==> src/rtl/twos_to_signmag_seq_pkg.sv <==
// Shared types and constants for the chunked two's-complement to
// sign-magnitude converter.
package twos_to_signmag_seq_pkg;

    typedef enum logic [1:0] {
        IDLE = 2'd0,
        RUN  = 2'd1,
        DONE = 2'd2
    } state_e;

    localparam int DEF_WIDTH = 64;
    localparam int DEF_CHUNK = 8;
    localparam int MAX_WIDTH = 1024;

    // Most negative value of a w-bit operand, right-aligned in MAX_WIDTH bits.
    function automatic logic [MAX_WIDTH-1:0] most_neg(input int w);
        logic [MAX_WIDTH-1:0] r;
        r        = '0;
        r[w-1]   = 1'b1;
        return r;
    endfunction

endpackage

==> src/rtl/twos_to_signmag_seq_chunk_negate.sv <==
// One chunk of the copy-through-first-one-then-invert negation rule.
// flip_in/flip_out chain the "first 1 already seen" state across chunks.
module chunk_negate #(
    parameter int CHUNK = 8
) (
    input  logic [CHUNK-1:0] chunk_in,
    input  logic             flip_in,
    input  logic             enable,
    output logic [CHUNK-1:0] chunk_out,
    output logic             flip_out
);

    logic f;

    always_comb begin
        chunk_out = chunk_in;
        f         = flip_in;
        for (int i = 0; i < CHUNK; i++) begin
            chunk_out[i] = (enable & f) ? ~chunk_in[i] : chunk_in[i];
            f            = f | chunk_in[i];
        end
        flip_out = enable & f;
    end

endmodule

==> src/rtl/twos_to_signmag_seq.sv <==
// Multi-cycle two's-complement to sign-magnitude converter, processing
// CHUNK bits per cycle LSB-first to keep the negation ripple short.
module twos_to_signmag_seq
    import twos_to_signmag_seq_pkg::*;
#(
    parameter int WIDTH = DEF_WIDTH,
    parameter int CHUNK = DEF_CHUNK
) (
    input  logic             clk,
    input  logic             clr,
    input  logic             start,
    input  logic [WIDTH-1:0] in,
    output logic             busy,
    output logic             done,
    output logic [WIDTH-1:0] mag,
    output logic             sign,
    output logic             ovf
);

    localparam int N     = WIDTH / CHUNK;
    localparam int CNT_W = (N > 1) ? $clog2(N) : 1;
    localparam logic [CNT_W-1:0] LAST = CNT_W'(N - 1);
    localparam logic [MAX_WIDTH-1:0] MN_FULL = most_neg(WIDTH);
    localparam logic [WIDTH-1:0] MIN_VAL = MN_FULL[WIDTH-1:0];

    state_e           state_q, state_d;
    logic [CNT_W-1:0] cnt_q, cnt_d;
    logic [WIDTH-1:0] work_q, work_d;
    logic             sign_q, sign_d;
    logic             flip_q, flip_d;
    logic             ovf_q, ovf_d;

    logic [CHUNK-1:0] chunk_in;
    logic [CHUNK-1:0] chunk_out;
    logic             flip_out;

    assign chunk_in = work_q[cnt_q*CHUNK +: CHUNK];

    chunk_negate #(
        .CHUNK(CHUNK)
    ) u_neg (
        .chunk_in (chunk_in),
        .flip_in  (flip_q),
        .enable   (sign_q),
        .chunk_out(chunk_out),
        .flip_out (flip_out)
    );

    always_comb begin
        state_d = state_q;
        cnt_d   = cnt_q;
        work_d  = work_q;
        sign_d  = sign_q;
        flip_d  = flip_q;
        ovf_d   = ovf_q;
        unique case (state_q)
            IDLE, DONE: begin
                if (start) begin
                    work_d  = in;
                    sign_d  = in[WIDTH-1];
                    flip_d  = 1'b0;
                    cnt_d   = '0;
                    ovf_d   = 1'b0;
                    state_d = RUN;
                end else if (state_q == DONE) begin
                    state_d = IDLE;
                end
            end
            RUN: begin
                work_d[cnt_q*CHUNK +: CHUNK] = chunk_out;
                flip_d = flip_out;
                cnt_d  = cnt_q + 1'b1;
                if (cnt_q == LAST) begin
                    cnt_d   = '0;
                    ovf_d   = sign_q & (work_d == MIN_VAL);
                    state_d = DONE;
                end
            end
            default: state_d = IDLE;
        endcase
    end

    always_ff @(posedge clk or posedge clr) begin
        if (clr) begin
            state_q <= IDLE;
            cnt_q   <= '0;
            work_q  <= '0;
            sign_q  <= 1'b0;
            flip_q  <= 1'b0;
            ovf_q   <= 1'b0;
        end else begin
            state_q <= state_d;
            cnt_q   <= cnt_d;
            work_q  <= work_d;
            sign_q  <= sign_d;
            flip_q  <= flip_d;
            ovf_q   <= ovf_d;
        end
    end

    assign busy = (state_q == RUN);
    assign done = (state_q == DONE);
    assign mag  = work_q;
    assign sign = sign_q;
    assign ovf  = ovf_q;

endmodule

==> config.mk <==
export PLATFORM = sky130hd
export DESIGN_NAME = twos_to_signmag_seq
export DESIGN_NICKNAME = d
export VERILOG_FILES = /design/src/rtl/twos_to_signmag_seq_pkg.sv /design/src/rtl/twos_to_signmag_seq_chunk_negate.sv /design/src/rtl/twos_to_signmag_seq.sv
export SDC_FILE = /design/constraint.sdc
export NUM_CORES = 1
export LEC_CHECK = 0
export BUFFER_PORTS_ARGS = -buffer_cell sky130_fd_sc_hd__buf_4
export CORE_MARGIN = 1.5
export CORE_UTILIZATION = 30
export DETAILED_ROUTE_END_ITERATION = 10
export HOLD_SLACK_MARGIN = 0.1
export PLACE_DENSITY = 0.63
export SLEW_MARGIN = 20
export SYNTH_ARGS = -nofsm -noshare
export SYNTH_HDL_FRONTEND = slang
export SYNTH_HIERARCHICAL = 1
export SYNTH_SLANG_ARGS = --single-unit
==> constraint.sdc <==
create_clock -name clk -period 8.04 [get_ports clk]
set_input_delay 0.402 -clock clk [delete_from_list [all_inputs] [get_ports clk]]
set_output_delay 0.402 -clock clk [all_outputs]
set_load 0.01 [all_outputs]
==> impl_metrics.toml, run 1 <==
[worst_setup_path]
cpMostUsedCell = "nand2_1"
path_max_fanout = 28
crit_path_end_kind = "register"
cp-start-kind = "register"
worstReg2RegEnd = "ovf"
cp_slowest_stage_delay_ns = 0.58
path_cells = "buf_4, mux4_2, nand2_1, nand2_1, or4_4, o41ai_1, xnor2_1, or3_4, or3_1, o311a_1, a2111oi_2, nand4_1, o22ai_2"
r2r_slack_ns = 3.25
r2r-start = "cnt_q[0]"
crit_type = "register to register"
arrival_ns = 5.06
cpMaxStageDelayCell = "dfrtp_1"
required_ns = 8.31
worstRegToRegCells = 13

[cts]
hold_buffers = 0
clock_latency_ns = 0.35
cts_tree = "yes"
cts_resized = 0
numCtsBuffers = 9
clkTransAtPathRegs_ns = 0.06
cts_buffer_depth = 2
root_buffer = "clkbuf_16"
cts_sinks = 72
cts_max_level = 3
post_cts_buffers = 0

[die]
row_count = 43
die_y_um = 123
start_util = 0.311
die_x_um = 123
design.die.area_sq_um = 15200
io_pins = 135
fp.coreArea_sq_um = 14000

[sta]
relSlewSlack = 0.376
rsz0062_at_grt = "false"
postLayoutSetupSlackWorst_ns = 3.25
setup_tns_ns = 0
clock_skew_ns = 0.00717
fin_hold_ws_ns = 0.272
setup_violations = 0
worst_pin_slew_ns = 0.929
layout_min_cycle_time_ns = 4.79
final_max_slew_viol_count = 0
max_freq_ghz = 0.209
fin_crit_sh = 0.596
hold_viol_final = 0

[global_route]
grt_pass1_vias = 4493
antenna_found_initial = 0
grt_usage = 0.252
grt_overflow_total = 0
grt_pass1_wl_mm = 27.6
grt_max_degree = 73

[worst_hold_path]
min_path_type = "input pin to register"
worstHoldEndpoint = "mag[2]"
worstHoldPathCells = 3
min-delay-start = "in[2]"

[placed_design]
dp_slack_ns = 3.28
placed_area_sq_um = 5510
gp_congestion = 0.991
portBuffers = 134
dp_hpwl_mm = 13.8

[cells_and_area]
fin_area_sq_um = 5800
regArea_sq_um = 1800
final_common_cell = "buf_4"
area.growth.synth_to_final_pct = 33.5
fillers = 1432
drive_gt1_frac = 0.318
multiInputGateArea_sq_um = 2350
n_antenna_cell = 0
final_cell_mix = "139 x buf_4, 72 x nand2_1, 72 x dfrtp_1"
num-nets-final = 649

[job]
cap_violations = 0

[logic_synthesis]
synth_ff_type = "dfrtp_1"
synth_top_area_share = 0.415
async_flop_share = 1.00
synth-edff-count = 0
ys_seq_area_frac = 0.415
synth_area_leaders = "dfrtp_1 41%, a221o_1 9.2%, mux4_2 8.3%"
syn_area_per_cell_sq_um = 9.68
synth_warnings = 6
postSynthCellCount = 449
syn_area_sq_um = 4340
synth.distinct_cells = 58
synth_nets = 521
yosysTopAreaCell = "dfrtp_1"
ys_seq_elements = 72

[detailed_routing]
avgViaCountPerCell = 6.00
drt_first_pass_iters = 8
wl_per_cell_um = 24.3
drc = 0
num_vias = 4572
ant_nets = 0
wirelength_mm = 18.5
drt_iter0_drc = 459

[power_and_ir_drop]
p_sw_w = 0.00157
p_clk_frac = 0.129
report.power.total_w = 0.00308
internal_power_w = 0.00151
sw_frac_of_total = 0.510
seqPwrFrac = 0.262
p_comb_frac = 0.609
cellLeakagePower_nw = 2.61
pwr_density_cell_nw_per_um2 = 532
ir_worst_vdd_v = 0.000142

[status]
outcome = "finished clean"
## layout make-up
| type | instances | area share |
|---|---|---|
| repair buffers | 139 | 0.180 |
| clock buffers | 10 | 0.0395 |
| multi-input cells | 331 | 0.405 |
| flip-flops and latches | 72 | 0.311 |
| well taps | 180 | 0.0388 |
| clock inverters | 6 | 0.0104 |
| inverters | 24 | 0.0155 |
## worst max path at each step
stage             start  end  cells after the start
4_1_cts        cnt_q[0]  ovf                     13
3_5_place_dp   cnt_q[0]  ovf                     13
6_report       cnt_q[0]  ovf                     13
3_3_place_gp   cnt_q[0]  ovf                     13
2_1_floorplan  cnt_q[0]  ovf                     15
5_1_grt        cnt_q[0]  ovf                     13
## logic make-up (layout without fill, tap and decap cells)
logic type               after synthesis  count (layout)  share of synthesized area
AND/OR/NAND/NOR                      192             192                      0.208
AO/OA/AOI/OAI                        109             109                      0.215
flip-flops                            72              72                      0.415
buffers and inverters                 46             179                     0.0464
multiplexers                          17              17                     0.0853
XOR/XNOR                               8               8                     0.0161
adder cells (fa/ha/maj)                5               5                     0.0144
## worst max-delay path, delay by kind of cell, from the launching register on
| kind | cells | cell delay, ns |
|---|---|---|
| and+or+nand+nor | 6 | 1.76 |
| buffers and inverters | 1 | 0.43 |
| muxes | 1 | 0.55 |
| AOI/OAI and AO/OA | 4 | 1.04 |
| DFF | 1 | 0.58 |
| xor gates and xnor gates | 1 | 0.34 |
## per-stage QoR
stage | util | instances
4_1_cts | 0.414 | 762
3_3_place_gp | 0.394 | 746
3_5_place_dp | 0.394 | 746
5_1_grt | 0.414 | 762
6_report | 0.414 | 762
2_1_floorplan | - | 449
## registers in the layout (all words and copies together) (netlist names)
name,flops
cnt_q,3
mag,64
sign,1
flip_q,1
state_q,2
ovf,1
## synthesized netlist by cell type, drive strengths merged, types with 6 or more instances
cell    count
a21oi      11
a222oi      9
o21ai      15
clkbuf     17
nor3       11
a221o      40
nand3       6
o221a       9
mux4       16
xnor2       8
nor4       10
nor2       57
dfrtp      72
nand2      72
inv        23
nor2b       6
## metal layers
metal,vias up,global-route usage,wire [um]
li1,1985,-,-
met1,2293,0.345,7790
met2,247,0.364,8330
met3,47,0.0696,1640
met4,0,0.126,760
met5,-,0,0
## power groups by stage
stage               sequential, W  clock [W]  combinational, W
detailed placement       0.000798          0           0.00185
global placement         0.000797          0           0.00184
CTS                      0.000793   0.000402           0.00185
floorplan                0.000723          0           0.00116
finish                   0.000807   0.000399           0.00188
global route             0.000820   0.000419           0.00201
Power figures use the tool's default switching activity.
==> run 2, diff against run 1 <==
Settings changed: ABC_AREA set to 1.
Clock period 8.04 ns to 4.1 ns, I/O delays scaled along.
==> impl_metrics.toml, run 2 <==
[status]
outcome = "finished clean"

[cts]
cts_buffer_depth = 2
post_cts_buffers = 0
clock_latency_ns = 0.35
clkTransAtPathRegs_ns = 0.06
numCtsBuffers = 9
cts_sinks = 72
root_buffer = "clkbuf_16"
cts_max_level = 3
cts_resized = 0
cts_tree = "yes"

[placed_design]
dp_hpwl_mm = 17.0
portBuffers = 134
gp_congestion = 0.964
dp_cells = 1084

[cells_and_area]
largest_reg_flops = 64
final_common_cell = "nand2_1"
layout.cells.non_filler = 1136
num-nets-final = 983
n_antenna_cell = 0
drive_gt1_frac = 0.206
area.growth.synth_to_final_pct = 35.8
final_cell_mix = "233 x nand2_1, 144 x buf_4, 72 x inv_1, 72 x dfrtp_1, 64 x o21ai_0"

[global_route]
grt_pass1_vias = 5666
grt_overflow_total = 0
antenna_found_initial = 0
grt_max_degree = 53
grt_pass1_wl_mm = 33.5
grt_usage = 0.250

[logic_synthesis]
postSynthCellCount = 760
synth.top_cells.by_count = "233 x nand2_1, 73 x inv_1, 72 x dfrtp_1"
ys_seq_area_frac = 0.350
ys_seq_elements = 72
synth_ff_type = "dfrtp_1"
syn_area_per_cell_sq_um = 6.78
synth_most_common_cell = "nand2_1"
synth_top_area_share = 0.350
synth_nets = 832
syn_area_sq_um = 5150
yosysTopAreaCell = "dfrtp_1"
synth_warnings = 6
async_flop_share = 1.00
synth-edff-count = 0
synth_area_leaders = "dfrtp_1 35%, nand2_1 17%, o21ai_0 6.2%"
synth.distinct_cells = 38

[worst_setup_path]
required_ns = 4.39
crit_type = "register to register"
worstRegToRegCells = 20
crit_path_end_kind = "register"
cp-start-kind = "register"
path_max_fanout = 33
arrival_ns = 3.91

[job]
cap_violations = 0

[sta]
fin_crit_sh = 0.882
worst_pin_slew_ns = 0.858
relSlewSlack = 0.427
final_max_slew_viol_count = 0
max_freq_ghz = 0.277
rsz0062_at_grt = "false"
clock_skew_ns = 0.00875
setup_tns_ns = 0
hold_viol_final = 0
layout_min_cycle_time_ns = 3.62
setup_violations = 0

[die]
die_x_um = 134
row_count = 47
design.die.area_sq_um = 18000
die_y_um = 134
io_pins = 135
fp.coreArea_sq_um = 16700
start_util = 0.309

[power_and_ir_drop]
ir_worst_vdd_v = 0.000442
report.power.total_w = 0.00702
pwr_density_cell_nw_per_um2 = 1000
cellLeakagePower_nw = 3.30

[detailed_routing]
num_vias = 6002
ant_nets = 0
wirelength_mm = 22.3
wl_per_cell_um = 19.7
drt_first_pass_iters = 6
avgViaCountPerCell = 5.28
drc = 0
drt_iter0_drc = 443

[worst_hold_path]
min_path_type = "input pin to register"
worstHoldPathCells = 3
## run 2: cell types whose count changed after synthesis, moves of 16 or more
cell      before  now
o21ai_0       10   64
a21oi_1       11   28
nand2_1       72  233
o221ai_1       0   26
nand3_1        6   60
o211ai_1       1   19
mux4_2        16    0
a221o_1       40    4
inv_1         21   73
## run 2: where the power goes
part           internal [W]  total, W  switching, W
Combinational       0.00156   0.00471       0.00316
Sequential          0.00107   0.00152      0.000444
Clock              0.000471  0.000790      0.000318
## run 2: what timing repair did
item,CTS,global route
setup endpoints to repair,0,0
hold buffers,36,0
hold endpoints to repair,68,0
## run 2: worst paths after layout
| path | to | startpoint | slack [ns] |
|---|---|---|---|
| setup / recovery | ovf | cnt_q[0] | 0.48 |
| hold / removal | mag[40] | in[40] | 0.11 |
| setup reg to reg | ovf | cnt_q[0] | 0.48 |
| hold reg to reg | ovf | ovf | 0.56 |
| max in group asynchronous | mag[3] | clr | 2.53 |
| min in group asynchronous | mag[18] | clr | 0.56 |
## run 2: layer usage
| layer | vias to the layer above | track usage | share of wire |
|---|---|---|---|
| li1 | 2861 | - | - |
| met1 | 2789 | 0.352 | 0.44 |
| met2 | 308 | 0.385 | 0.44 |
| met3 | 44 | 0.0427 | 0.084 |
| met4 | 0 | 0.0920 | 0.032 |
| met5 | - | 0 | 0 |
## run 2: cell families after synthesis
family                     synth area share
DFF                                   0.350
buffers and inverters                0.0981
and+or+nand+nor                       0.317
adders and majority gates            0.0121
xor gates and xnor gates             0.0102
AOI/OAI and AO/OA                     0.214
## run 2: cell type report
cell class | instances | area, sq um
inverter | 81 | 304
fill | 1783 | 9700
clock inverter | 5 | 57.6
multi-input combinational | 565 | 2850
timing repair buffer | 182 | 1480
sequential | 72 | 1800
tap | 220 | 275
clock buffer | 11 | 233
## run 2: through the flow
step	utilization	setup WS, ns	hold WS (ns)	cell area [sq um]
floorplan	-	1.25	0.332	5150
global placement	0.380	0.549	0.399	6350
detailed placement	0.380	0.560	0.399	6350
CTS	0.419	0.550	0.100	7000
global route	0.419	0.156	0.112	7000
finish	0.419	0.483	0.105	7000
## run 2: worst max-delay path: stages (launching register included)
cell and delay (ns):
dfrtp_1 0.42, inv_2 0.39, buf_4 0.25, nor2_1 0.05
o21ai_0 0.18, a21oi_1 0.05, a31oi_1 0.43, nor2_1 0.12
nand3_1 0.12, nand3_1 0.07, nand2_1 0.14, nand3_1 0.30
nand4_1 0.17, nand2_1 0.12, nor2_1 0.11, nand3_1 0.13
nor2_1 0.15, nand3_1 0.09, nor2_1 0.13, nand3_1 0.08
nand2_1 0.06
